===== src/rtl/multiplicador4x4_seq.sv =====
// Sequential 4x4 unsigned shift-add multiplier with a START/BUSY/DONE handshake.
// Optional macro MULT_ZERO_SKIP_EN: zero operands finish straight away, without CALC steps.
module multiplicador4x4_seq (
  input  logic       CLK,
  input  logic       RST,
  input  logic       START,
  input  logic [3:0] A,
  input  logic [3:0] B,
  output logic [7:0] P,
  output logic       Z,
  output logic       BUSY,
  output logic       DONE
);

  typedef enum logic [1:0] {IDLE, CALC, FIM} state_t;

  state_t     state;
  logic [3:0] ma, hi, lo;
  logic [1:0] cnt;
  logic [4:0] sum;
  logic [7:0] nxt;

  // One step: add MA when the multiplier LSB is set, then shift the 9-bit {carry, HI, LO} right.
  always_comb begin
    sum = {1'b0, hi} + (lo[0] ? {1'b0, ma} : 5'd0);
    nxt = {sum, lo[3:1]};
  end

  always_ff @(posedge CLK or posedge RST) begin
    if (RST) begin
      state <= IDLE;
      ma    <= '0;
      hi    <= '0;
      lo    <= '0;
      cnt   <= '0;
      P     <= '0;
      Z     <= 1'b0;
      BUSY  <= 1'b0;
      DONE  <= 1'b0;
    end else begin
      case (state)
        IDLE: begin
`ifdef MULT_ZERO_SKIP_EN
          if (START && (A == 4'd0 || B == 4'd0)) begin
            state <= FIM;
            P     <= '0;
            Z     <= 1'b1;
            DONE  <= 1'b1;
          end else
`endif
          if (START) begin
            ma    <= A;
            lo    <= B;
            hi    <= '0;
            cnt   <= '0;
            BUSY  <= 1'b1;
            state <= CALC;
          end
        end
        CALC: begin
          hi  <= nxt[7:4];
          lo  <= nxt[3:0];
          cnt <= cnt + 2'd1;
          if (cnt == 2'd3) begin
            P     <= nxt;
            Z     <= (nxt == 8'h00);
            BUSY  <= 1'b0;
            DONE  <= 1'b1;
            state <= FIM;
          end
        end
        FIM: begin
          DONE  <= 1'b0;
          state <= IDLE;
        end
        default: state <= IDLE;
      endcase
    end
  end

endmodule

===== config.mk =====
export PLATFORM = sky130hd
export DESIGN_NAME = multiplicador4x4_seq
export DESIGN_NICKNAME = d
export VERILOG_FILES = /design/src/rtl/multiplicador4x4_seq.sv
export SDC_FILE = /design/constraint.sdc
export NUM_CORES = 1
export LEC_CHECK = 0
export CAP_MARGIN = 20
export CORE_UTILIZATION = 55
export DETAILED_ROUTE_END_ITERATION = 8
export MAX_ROUTING_LAYER = met4
export PLACE_DENSITY = 0.87
export SLEW_MARGIN = 5
export SYNTH_ARGS = -nofsm -noshare
export SYNTH_HDL_FRONTEND = slang
export SYNTH_SLANG_ARGS = --single-unit

===== constraint.sdc =====
create_clock -name CLK -period 5.8 [get_ports CLK]
set_clock_uncertainty 0.15 [all_clocks]
set_input_delay 1.16 -clock CLK [delete_from_list [all_inputs] [get_ports CLK]]
set_output_delay 1.16 -clock CLK [all_outputs]
set_load 0.005 [all_outputs]

-- Word level (Yosys, flattened, before mapping)
Index checks and enable logic that the tools add are counted.
- $add $sub $neg: 2
- equal/unequal tests: 5
- multiplexer cells: 15
- reduce and logical (&&, ||, !) cells: 10
- operators with widths (kind ; count):
    4-bit case mux with 2 select lines ; 2
    4-bit two-way mux ; 3
    2-bit AND reduction ; 5
    8-bit zero test ; 1
    2-bit case mux with 2 select lines ; 2
    2-bit two-way mux ; 3
    4-bit by 4-bit adder with 5-bit output ; 1
    2-bit == test, second input constant ; 2
    2-bit != test, second input constant ; 2
    1-bit case mux with 2 select lines ; 2
    2-bit nonzero test ; 2
    1-bit two-way mux ; 3
    3-bit AND reduction ; 1
    2-bit by 1-bit adder with 2-bit output, second input constant ; 1
    2-bit by 1-bit == test with 1-bit output, second input constant ; 1
    2-bit zero test ; 1
- register bits: 27
- input port bits: 11
- output and inout bits: 11
- logic and storage cells: 41

-- Logic depth before layout (Yosys ltp)
Gate-level depths: netlist (run 1).
- depth in word-level cells: 3
- depth in mapped cells: 8
- gate-level depth less buffers: 8

-- Least setup slack after synthesis (run 1)
No wires, ideal clock.
- path kind: input port to flip-flop
- start: input START
- end: register ma[0]
- library setup time: 128 ps
- arrival: 1862 ps
- required time: 5522 ps
- slack: 3660 ps
- stages on the path: 3
- buffers on the path: 0
- path through: and2b_1 -> and2b_1 -> mux2_1
- cells in the longest elaborated chain, start to end: 1
- ends and longest elaborated chain (item ; RTL line ; source):
    from (decl) ; 6 ; input logic START,
    2-bit AND reduction (no source line) ; - ;
    to (signal assigned) ; 32 ; ma <= '0;
    to (signal assigned) ; 52 ; ma <= A;
    to (decl) ; 18 ; logic [3:0] ma, hi, lo;
No other way between the ends.
A chain may end at the register's enable or synchronous reset.

-- Worst setup path in the final report (run 1)
- start: input START
- end: register ma[2]
The elaborated chain is that of the path after synthesis.

==> impl_results.md, run 1 <==
- Status: finished, final reports clean
- Fraction of layout cells with a size suffix above 1: 5.15%
- Leakage: just over 0.7 nW
- CTS tree: yes
- Design area: around 1500 sq um
- Final hold viol count: 0
- Hold Path Class: flip-flop to flip-flop
- Crit-path max FO: 7
- Starting Density: around 58%
- Max_slew headroom: a little over three fifths
- Min Tclk post-route: around 2500 ps
- Critical Path Stages: 4
- Max incr delay on CP: 610 ps
- Synth top area share: 53.2%
- FP Rows: 17
- Cts bufs inserted: 3
- Placed Area: 1490 sq um
- Distinct cells, synth: 30
- Initial DRC Count: 29
- Postcts setup bufs: 0
- ANT cells: 0
- Slew @ Worst Pin: 551 ps
- Global-route wire length before repair: ~4100 microns
- Startpoint types: primary input
- Final GP Congestion: 0.786
- Met3 GRT Util: around 2.8%
- Fmax: just under 400 MHz
- VDD IR-drop max: ~350 uV
- Fin Hold WS: 355 ps
- Reg area: slightly below 700 sq um
- Yosys reg bits: 27
- Post-synthesis sequential area ratio: 53.2%
- Final Setup Violations: 0
- Post-CTS Resized: 0
- Clock Latency Late Sink: 330 ps
- H-tree levels: 1
- Core area: 2190 sq um
- Cell count after synthesis: 114
- R2R setup slack: 3590 ps
- Crit path cell chain: clkdlybuf4s50_1 -> and2b_1 -> and2b_1 -> mux2_1
- Crit-path slowest cell: clkdlybuf4s50_1
- Via density: 5.60
- Largest net degree at the start of global routing: 28
- CP dominant cell by count: and2b_1
- Hold Crit Start: P[2]
- Syn Nets: 131
- Detail Placement HPWL: 1790 microns
- Final setup TNS: 0 ps
- Max Slew Vio Count: 0
- Overall routing resource usage: between 20% and 30%
- Cts hold-fix bufs: 0
- Critical Path RT: 5880 ps
- Area contributors post-synth: dfrtp_1 (53%), mux2_1 (8.0%), ha_1 (4.9%)
- Crit path capture: ma[2]
- Remaining DRCs: 0
- Routed Antenna Nets: 0
- Via count: 918
- DIE AREA: 2510 sq um
- Clock sinks: 27
- Port Buffer Count: 21
- GR Layer Usage met2: between 30% and 40%
- Crit path buf inv count: 1
- Most frequent cells in the layout: dfrtp_1 (27), clkdlybuf4s50_1 (21), mux2_1 (9), o21ai_1 (9), nand2_1 (7)
- Nets: 154
- Worst R2R Path Depth: 8
- Syn Area/Cell: 11.1 sq um
- Syn Std Cell Area: 1270 sq um
- Max Root-Sink Buffers: 2
- Clock slew at reported path FFs: 130 ps
- Vias in the first global route: approximately 900
- Area grow syn2layout: 21.6%
- CP Capture Type: flip-flop
- Synth warn: 0
- Critical path's top delay family: buffers and inverters
- Worst r2r src: lo[0]
- Clk root buf: clkbuf_4
- Met1 usage: 28.7%
- Gr ovfl total: 0
- Worst Path Arrival: roughly 2600 ps
- Fillers: 158
- Start point of the critical path: START
- Tcrit/Tclk final: 43.9%
- Cell area power density: approximately 470 nW/um^2
- Yosys top cell by area: dfrtp_1
- DRT Wirelength: 2470 microns
- Max Cap Viol: 0
- Initial antenna violation count: 0
- Multi-input gate area: 543 sq um
- Reg2reg end: Z
- Kind of critical path: primary input to flip-flop
- Gr busiest metal: met2
- RSZ-0062 raised after global routing: no
- Die height: 50.1 microns
- # IOs: 22
- Routed len/inst: 15.0 microns
- DR pass1 iterations: 4
- Commonest non-fill, non-tap cell in the layout: dfrtp_1
- Die width: 50.1 microns
cells by family (layout without fill, tap and decap cells):
kind of cell,count (synthesis),after routing,share of synthesized area (%)
simple gates,28,28,11.7
flops,27,27,53.2
buf+inv,11,33,4.04
compound gates,29,29,13.5
mux,11,11,9.66
xor+xnor,2,2,1.38
fa+ha+maj,6,6,6.50
worst min-delay path by stage:
| stage | end | slack [ps] | depth (start not counted) |
|---|---|---|---|
| 6_report | P[2] | 360 | 1 |
| 5_1_grt | ma[0] | 380 | 1 |
| 4_1_cts | ma[3] | 360 | 1 |
| 3_5_place_dp | ma[3] | 330 | 1 |
| 3_3_place_gp | ma[0] | 310 | 1 |
| 2_1_floorplan | ma[2] | 300 | 1 |
cell type report:
| class | instances | area share [%] |
|---|---|---|
| multi-input combinational | 76 | 35.2 |
| timing repair buffer | 22 | 15.4 |
| tap | 28 | 2.27 |
| clock buffer | 4 | 1.70 |
| inverter | 7 | 1.70 |
| sequential | 27 | 43.8 |
report_power, final:
part | total (mW) | switching [mW] | internal [mW]
sequential | 0.331 | 0.0652 | 0.265
combinational | 0.310 | 0.146 | 0.164
clock | 0.0822 | 0.0552 | 0.0270
through the flow:
stage                     total power [mW]  utilization (%)  setup WS (ps)  cells
after floorplan                      0.527                -           3660    114
after global placement               0.620             68.0           2990    159
after detailed placement             0.643             68.0           2920    159
after CTS                            0.725             69.2           3260    163
after global routing                 0.776             70.5           3170    164
final                                0.723             70.5           3260    164
synth_stat cells, drive strengths merged:
cell,instances
a22o,3
nor2b,5
o21bai,1
nor2,5
xor2,1
dfrtp,27
clkinv,1
nand2b,2
fa,1
nand2,8
or3,1
nor4,1
buf,4
mux2i,1
mux2,10
a21o,1
nand3,1
inv,6
a21oi,6
o21ai,14
and2,3
xnor2,1
a22oi,4
ha,5
and2b,2
sequential cells by signal, summed over array words and instances (netlist names):
| register | cells |
|---|---|
| BUSY | 1 |
| DONE | 1 |
| P | 8 |
| Z | 1 |
| cnt | 2 |
| hi | 4 |
| lo | 4 |
| ma | 4 |
| state | 2 |
metal layers:
metal  wire length (microns)  share of wire, %  vias to the layer above
met5                       0                 0                        -
met4                      65               2.6                        0
met3                     101               4.1                        5
met2                    1240                50                       27
met1                    1060                43                      445
li1                        -                 -                      441
worst reg2reg max path: cells and delay by family (launching register included):
family	cells	cell delay [ps]
AO/OA/AOI/OAI	1	120
XOR/XNOR	1	250
adder cells (fa/ha/maj)	2	570
buffers and inverters	1	60
flip-flops	1	440
AND/OR/NAND/NOR	3	570
Power figures use the tool's default switching activity.
==> inputs of run 2 (changes only) <==
--- a/config.mk
+++ b/config.mk
@@ -6,10 +6,10 @@
 export NUM_CORES = 1
 export LEC_CHECK = 0
 export CAP_MARGIN = 20
-export CORE_UTILIZATION = 55
+export CORE_UTILIZATION = 51
 export DETAILED_ROUTE_END_ITERATION = 8
 export MAX_ROUTING_LAYER = met4
-export PLACE_DENSITY = 0.87
+export PLACE_DENSITY = 0.81
 export SLEW_MARGIN = 5
 export SYNTH_ARGS = -nofsm -noshare
 export SYNTH_HDL_FRONTEND = slang
==> constraint.sdc (replaced) <==
create_clock -name CLK -period 2.35 [get_ports CLK]
set_clock_uncertainty 0.15 [all_clocks]
set_input_delay 0.47 -clock CLK [delete_from_list [all_inputs] [get_ports CLK]]
set_output_delay 0.47 -clock CLK [all_outputs]
set_load 0.005 [all_outputs]
==> impl_results.md, run 2 (synthesis gave the netlist of run 1 again) <==
- Fmax: 457 MHz
- Fraction of layout cells with a size suffix above 1: 6.52% (was 5.15%)
- Routed Antenna Nets: 0 (unchanged)
- Die width: 51.9 microns (was 50.1 microns)
- Via density: 5.50 (was 5.60)
- Slew @ Worst Pin: 518 ps (was 551 ps)
- Start point of the critical path: lo[0] (was START)
- Via count: 913 (was 918)
- Leakage: 0.708 nW (was 0.706 nW)
- VDD IR-drop max: 722 uV (was 347 uV)
- Startpoint types: flip-flop (was primary input)
- Final worst-path setup slack: 164 ps (was 3260 ps)
- Cts hold-fix bufs: 0 (unchanged)
- Hold Path Class: primary input to asynchronous set/reset pin (was flip-flop to flip-flop)
- Port Buffer Count: 21 (unchanged)
- Core Util, Final: 67.6% (was 70.5%)
- FP Rows: 17 (unchanged)
- Final hold viol count: 0 (unchanged)
- # IOs: 22 (unchanged)
- Post-CTS Resized: 0 (unchanged)
- Kind of critical path: flip-flop to flip-flop (was primary input to flip-flop)
- Crit-path max FO: 6 (was 7)
- Min Tclk post-route: about 2200 ps
- Dpl ws: 181 ps (was 2920 ps)
- Reg2reg end: Z (unchanged)
- Worst R2R Path Depth: 8 (unchanged)
- H-tree levels: 1 (unchanged)
- Final setup TNS: 0 ps (unchanged)
- Final Setup Violations: 0 (unchanged)
- Status: finished, final reports clean (unchanged)
- Detail Placement HPWL: 1830 microns (was 1790 microns)
- CP Capture Type: flip-flop (unchanged)
- Die height: 51.9 microns (was 50.1 microns)
- Cts bufs inserted: 3 (unchanged)
- Max reg flops: 8 (unchanged)
- Clock slew at reported path FFs: 140 ps (was 130 ps)
- CTS tree: yes (unchanged)
- Commonest non-fill, non-tap cell in the layout: dfrtp_1 (unchanged)
- Most frequent cells in the layout: dfrtp_1 (27), clkdlybuf4s50_1 (21), mux2_1 (9), o21ai_1 (9), nand2_1 (7) (unchanged)
- Clock sinks: 27 (unchanged)
- Max Root-Sink Buffers: 2 (unchanged)
- Nets: 156 (was 154)
- R2R setup slack: 160 ps (was 3590 ps)
- Initial antenna violation count: 0 (unchanged)
- Core area: 2280 sq um (was 2190 sq um)
- Gr ovfl total: 0 (unchanged)
- Vias in the first global route: 960 (was 912)
- Postcts setup bufs: 0 (unchanged)
- Final GP Congestion: 0.739 (was 0.786)
- Max_slew headroom: 65.4% (was 63.2%)
- Max Slew Vio Count: 0 (unchanged)
- Remaining DRCs: 0 (unchanged)
- Largest net degree at the start of global routing: 28 (unchanged)
- ANT cells: 0 (unchanged)
- Initial DRC Count: 11 (was 29)
- Worst r2r src: lo[0] (unchanged)
- Max Cap Viol: 0 (unchanged)
- Area grow syn2layout: 21.2% (was 21.6%)
- DRT Wirelength: 2390 microns (was 2470 microns)
- Worst Path Arrival: 2300 ps (was 2620 ps)
- Crit path capture: Z (was ma[2])
- DR pass1 iterations: 4 (unchanged)
- Global-route wire length before repair: 4060 microns (was 4130 microns)
- Clk root buf: clkbuf_4 (unchanged)
- Largest register by flop count: P (unchanged)
- Overall routing resource usage: 21.6% (was 23.9%)
- Cell area power density: 1160 nW/um^2 (was 468 nW/um^2)
- Starting Density: 55.8% (was 58.0%)
- Clock Latency Late Sink: 320 ps (was 330 ps)
- RSZ-0062 raised after global routing: no (unchanged)
- DIE AREA: 2690 sq um (was 2510 sq um)
- Tcrit/Tclk final: between 90% and 100%
- Critical Path RT: 2460 ps (was 5880 ps)
- Tot Pwr: 1.78 mW (was 0.723 mW)
- Routed len/inst: 14.4 microns (was 15.0 microns)
[run 2: cell count changes in the layout (fill, tap and decap cells not counted)]
cell	previous run	this run
buf_16	1	0
buf_4	0	3
[run 2: worst min-delay path by stage]
| stage | startpoint | end | depth (start not counted) |
|---|---|---|---|
| 5_1_grt | RST | P[2] | 3 |
| 6_report | RST | P[2] | 3 |
| 3_5_place_dp | ma[2] | ma[2] | 1 |
| 2_1_floorplan | ma[2] | ma[2] | 1 |
| 3_3_place_gp | ma[2] | ma[2] | 1 |
| 4_1_cts | RST | P[2] | 3 |
[run 2: critical path: stages (launching register included)]
cell and delay (ps):
dfrtp_1 440, and2_1 150, ha_1 170, inv_1 60, fa_1 390, xor2_1 250
nand3_1 100, or3_1 310, o21ai_1 110
[run 2: layout make-up]
class	instances	area [sq um]
fillers	172	737
flip-flops and latches	27	676
multi-input cells	76	543
repair buffers	24	233
well taps	28	35.0
clock buffers	4	26.3
inverters	7	26.3
[run 2: power by group]
group	leakage [nW]	total [mW]	switching, mW	internal, mW
registers	0.338	0.811	0.156	0.655
clock network	0.0150	0.199	0.133	0.0664
logic	0.355	0.772	0.357	0.415
total	0.708	1.78	0.646	1.14
[run 2: metal layers]
layer / GRT usage [%] / vias to the layer above / wire length [microns]
met2: 37.0 / 16 / 1220
met4: 10.4 / 0 / 44
met5: - / - / 0
met1: 25.0 / 453 / 1070
li1: - / 440 / -
met3: 2.92 / 4 / 61
[run 2: per-stage QoR]
stage / cell area [sq um] / hold slack [ps] / cells
after floorplan: 1270 / 299 / 114
after global placement: 1510 / 310 / 162
after detailed placement: 1510 / 318 / 162
after CTS: 1540 / 345 / 166
after global routing: 1540 / 376 / 166
final: 1540 / 344 / 166
==> inputs of run 3 (changes only) <==
--- a/config.mk
+++ b/config.mk
@@ -6,10 +6,12 @@
 export NUM_CORES = 1
 export LEC_CHECK = 0
 export CAP_MARGIN = 20
-export CORE_UTILIZATION = 51
+export CELL_PAD_IN_SITES_DETAIL_PLACEMENT = 1
+export CELL_PAD_IN_SITES_GLOBAL_PLACEMENT = 1
+export CORE_UTILIZATION = 40
 export DETAILED_ROUTE_END_ITERATION = 8
-export MAX_ROUTING_LAYER = met4
 export PLACE_DENSITY = 0.81
+export RECOVER_POWER = 25
 export SLEW_MARGIN = 5
 export SYNTH_ARGS = -nofsm -noshare
 export SYNTH_HDL_FRONTEND = slang
==> impl_results.md, run 3 (synthesis gave the netlist of run 1 again) <==
- Status: finished, final reports clean (unchanged)
- Worst R2R Path Depth: 8 (unchanged)
- Clk root buf: clkbuf_4 (unchanged)
- Routed len/inst: 14.1 microns (was 14.4 microns)
- Max Cap Viol: 0 (unchanged)
- Hold Crit Start: P[4]
- Worst Hold Path EP: P[4]
- Overall routing resource usage: 17.3% (was 21.6%)
- Hold Path Class: flip-flop to flip-flop (was primary input to asynchronous set/reset pin)
- Startpoint types: flip-flop (unchanged)
- Kind of critical path: flip-flop to flip-flop (unchanged)
- Crit-path max FO: 6 (unchanged)
- RSZ-0062 raised after global routing: no (unchanged)
- Clock slew at reported path FFs: 140 ps (about the same)
- Clock sinks: 27 (unchanged)
- Reg area: 676 sq um (unchanged)
- Final GP Congestion: 0.807 (was 0.739)
- Starting Density: 41.9% (was 55.8%)
- CTS tree: yes (unchanged)
- Leakage: 0.710 nW (was 0.708 nW)
- Fillers: 340 (was 172)
- Die width: 58.3 microns (was 51.9 microns)
- Die height: 58.3 microns (was 51.9 microns)
- Gr ovfl total: 0 (unchanged)
- Final hold viol count: 0 (unchanged)
- Routed Antenna Nets: 0 (unchanged)
- Initial DRC Count: 7 (was 11)
- Cts hold-fix bufs: 0 (unchanged)
- Critical Path RT: 2470 ps (was 2460 ps)
- Via count: 930 (was 913)
- Slew @ Worst Pin: 1440 ps (was 518 ps)
- Port Buffer Count: 21 (unchanged)
- DR pass1 iterations: 4 (unchanged)
- DRT Wirelength: 2580 microns (was 2390 microns)
- Max_slew headroom: 3.68% (was 65.4%)
- Max Slew Vio Count: 0 (unchanged)
- Cts bufs inserted: 3 (unchanged)
- DIE AREA: 3400 sq um (was 2690 sq um)
- Nets: 157 (was 156)
- Tot Pwr: 1.81 mW (was 1.78 mW)
- Fmax: 460 MHz (was 457 MHz)
- H-tree levels: 1 (unchanged)
- Core area: 3030 sq um (was 2280 sq um)
- Min Tclk post-route: 2170 ps (was 2190 ps)
- Vias in the first global route: 1007 (was 960)
- Most frequent cells in the layout: dfrtp_1 (27), clkdlybuf4s50_1 (21), mux2_1 (9), o21ai_1 (9), nand2_1 (7) (unchanged)
- Postcts setup bufs: 0 (unchanged)
- Detail Placement HPWL: 1970 microns (was 1830 microns)
- Initial antenna violation count: 0 (unchanged)
- # IOs: 22 (unchanged)
- Largest register by flop count: P (unchanged)
- Tcrit/Tclk final: 92.5% (was 93.0%)
- R2R setup slack: 180 ps (was 160 ps)
- Fraction of layout cells with a size suffix above 1: 7.19% (was 6.52%)
- Commonest non-fill, non-tap cell in the layout: dfrtp_1 (unchanged)
- Global-route wire length before repair: 4430 microns (was 4060 microns)
- Worst r2r src: lo[0] (unchanged)
- Multi-input gate area: 551 sq um (was 543 sq um)
- Post-CTS Resized: 0 (unchanged)
- CP Capture Type: flip-flop (unchanged)
- VDD IR-drop max: 489 uV (was 722 uV)
- Via density: 5.08 (was 5.50)
- Area grow syn2layout: 23.6% (was 21.2%)
- FP Rows: 20 (was 17)
- ANT cells: 0 (unchanged)
- Final Setup Violations: 0 (unchanged)
- Final setup TNS: 0 ps (unchanged)
- Cell area power density: 1150 nW/um^2 (was 1160 nW/um^2)
- Clock Latency Late Sink: 330 ps (was 320 ps)
- Remaining DRCs: 0 (unchanged)
- WHS Path Cells: 2
- Max reg flops: 8 (unchanged)
- Reg2reg end: Z (unchanged)
- Worst Path Arrival: 2290 ps (was 2300 ps)
- Max Root-Sink Buffers: 2 (unchanged)
- Largest net degree at the start of global routing: 28 (unchanged)
[run 3: worst max-delay path, cell delays in order, from the launching register on]
cell	delay, ps
dfrtp_1	440
and2_1	150
ha_1	170
inv_1	70
fa_1	410
xor2_2	190
nand3_1	90
or3_1	320
o21ai_1	130
[run 3: worst max-delay path by stage]
stage	from	slack, ps	to	depth (start not counted)
2_1_floorplan	lo[0]	390	Z	8
3_3_place_gp	lo[0]	300	Z	8
3_5_place_dp	lo[0]	140	Z	8
4_1_cts	lo[0]	110	Z	8
5_1_grt	lo[0]	30	Z	8
6_report	lo[0]	180	Z	8
[run 3: cell type report]
type | count | area share, %
repair buffers | 25 | 15.1
inverters | 7 | 1.67
flip-flops and latches | 27 | 43.0
well taps | 44 | 3.51
multi-input cells | 76 | 35.1
clock buffers | 4 | 1.67
[run 3: routing by layer]
layer | global-route usage, % | share of wire (%) | up-vias
met3 | 2.64 | 2.8 | 3
met1 | 21.6 | 47 | 469
met4 | 6.80 | 1.2 | 0
met5 | 0 | 0 | -
met2 | 30.4 | 48 | 17
li1 | - | - | 441
[run 3: stage by stage]
stage,hold WS (ps),instance area (sq um),instances,util (%),worst slack [ps]
3_5_place_dp,327,1540,179,50.9,145
3_3_place_gp,320,1540,179,50.9,302
2_1_floorplan,299,1270,114,-,389
6_report,352,1570,183,51.9,176
4_1_cts,338,1570,183,51.7,112
5_1_grt,373,1570,183,51.9,30.2
[run 3: power breakdown]
group	internal, mW	switching (mW)
Clock	0.0666	0.137
Sequential	0.655	0.162
Combinational	0.426	0.362
Total	1.15	0.660
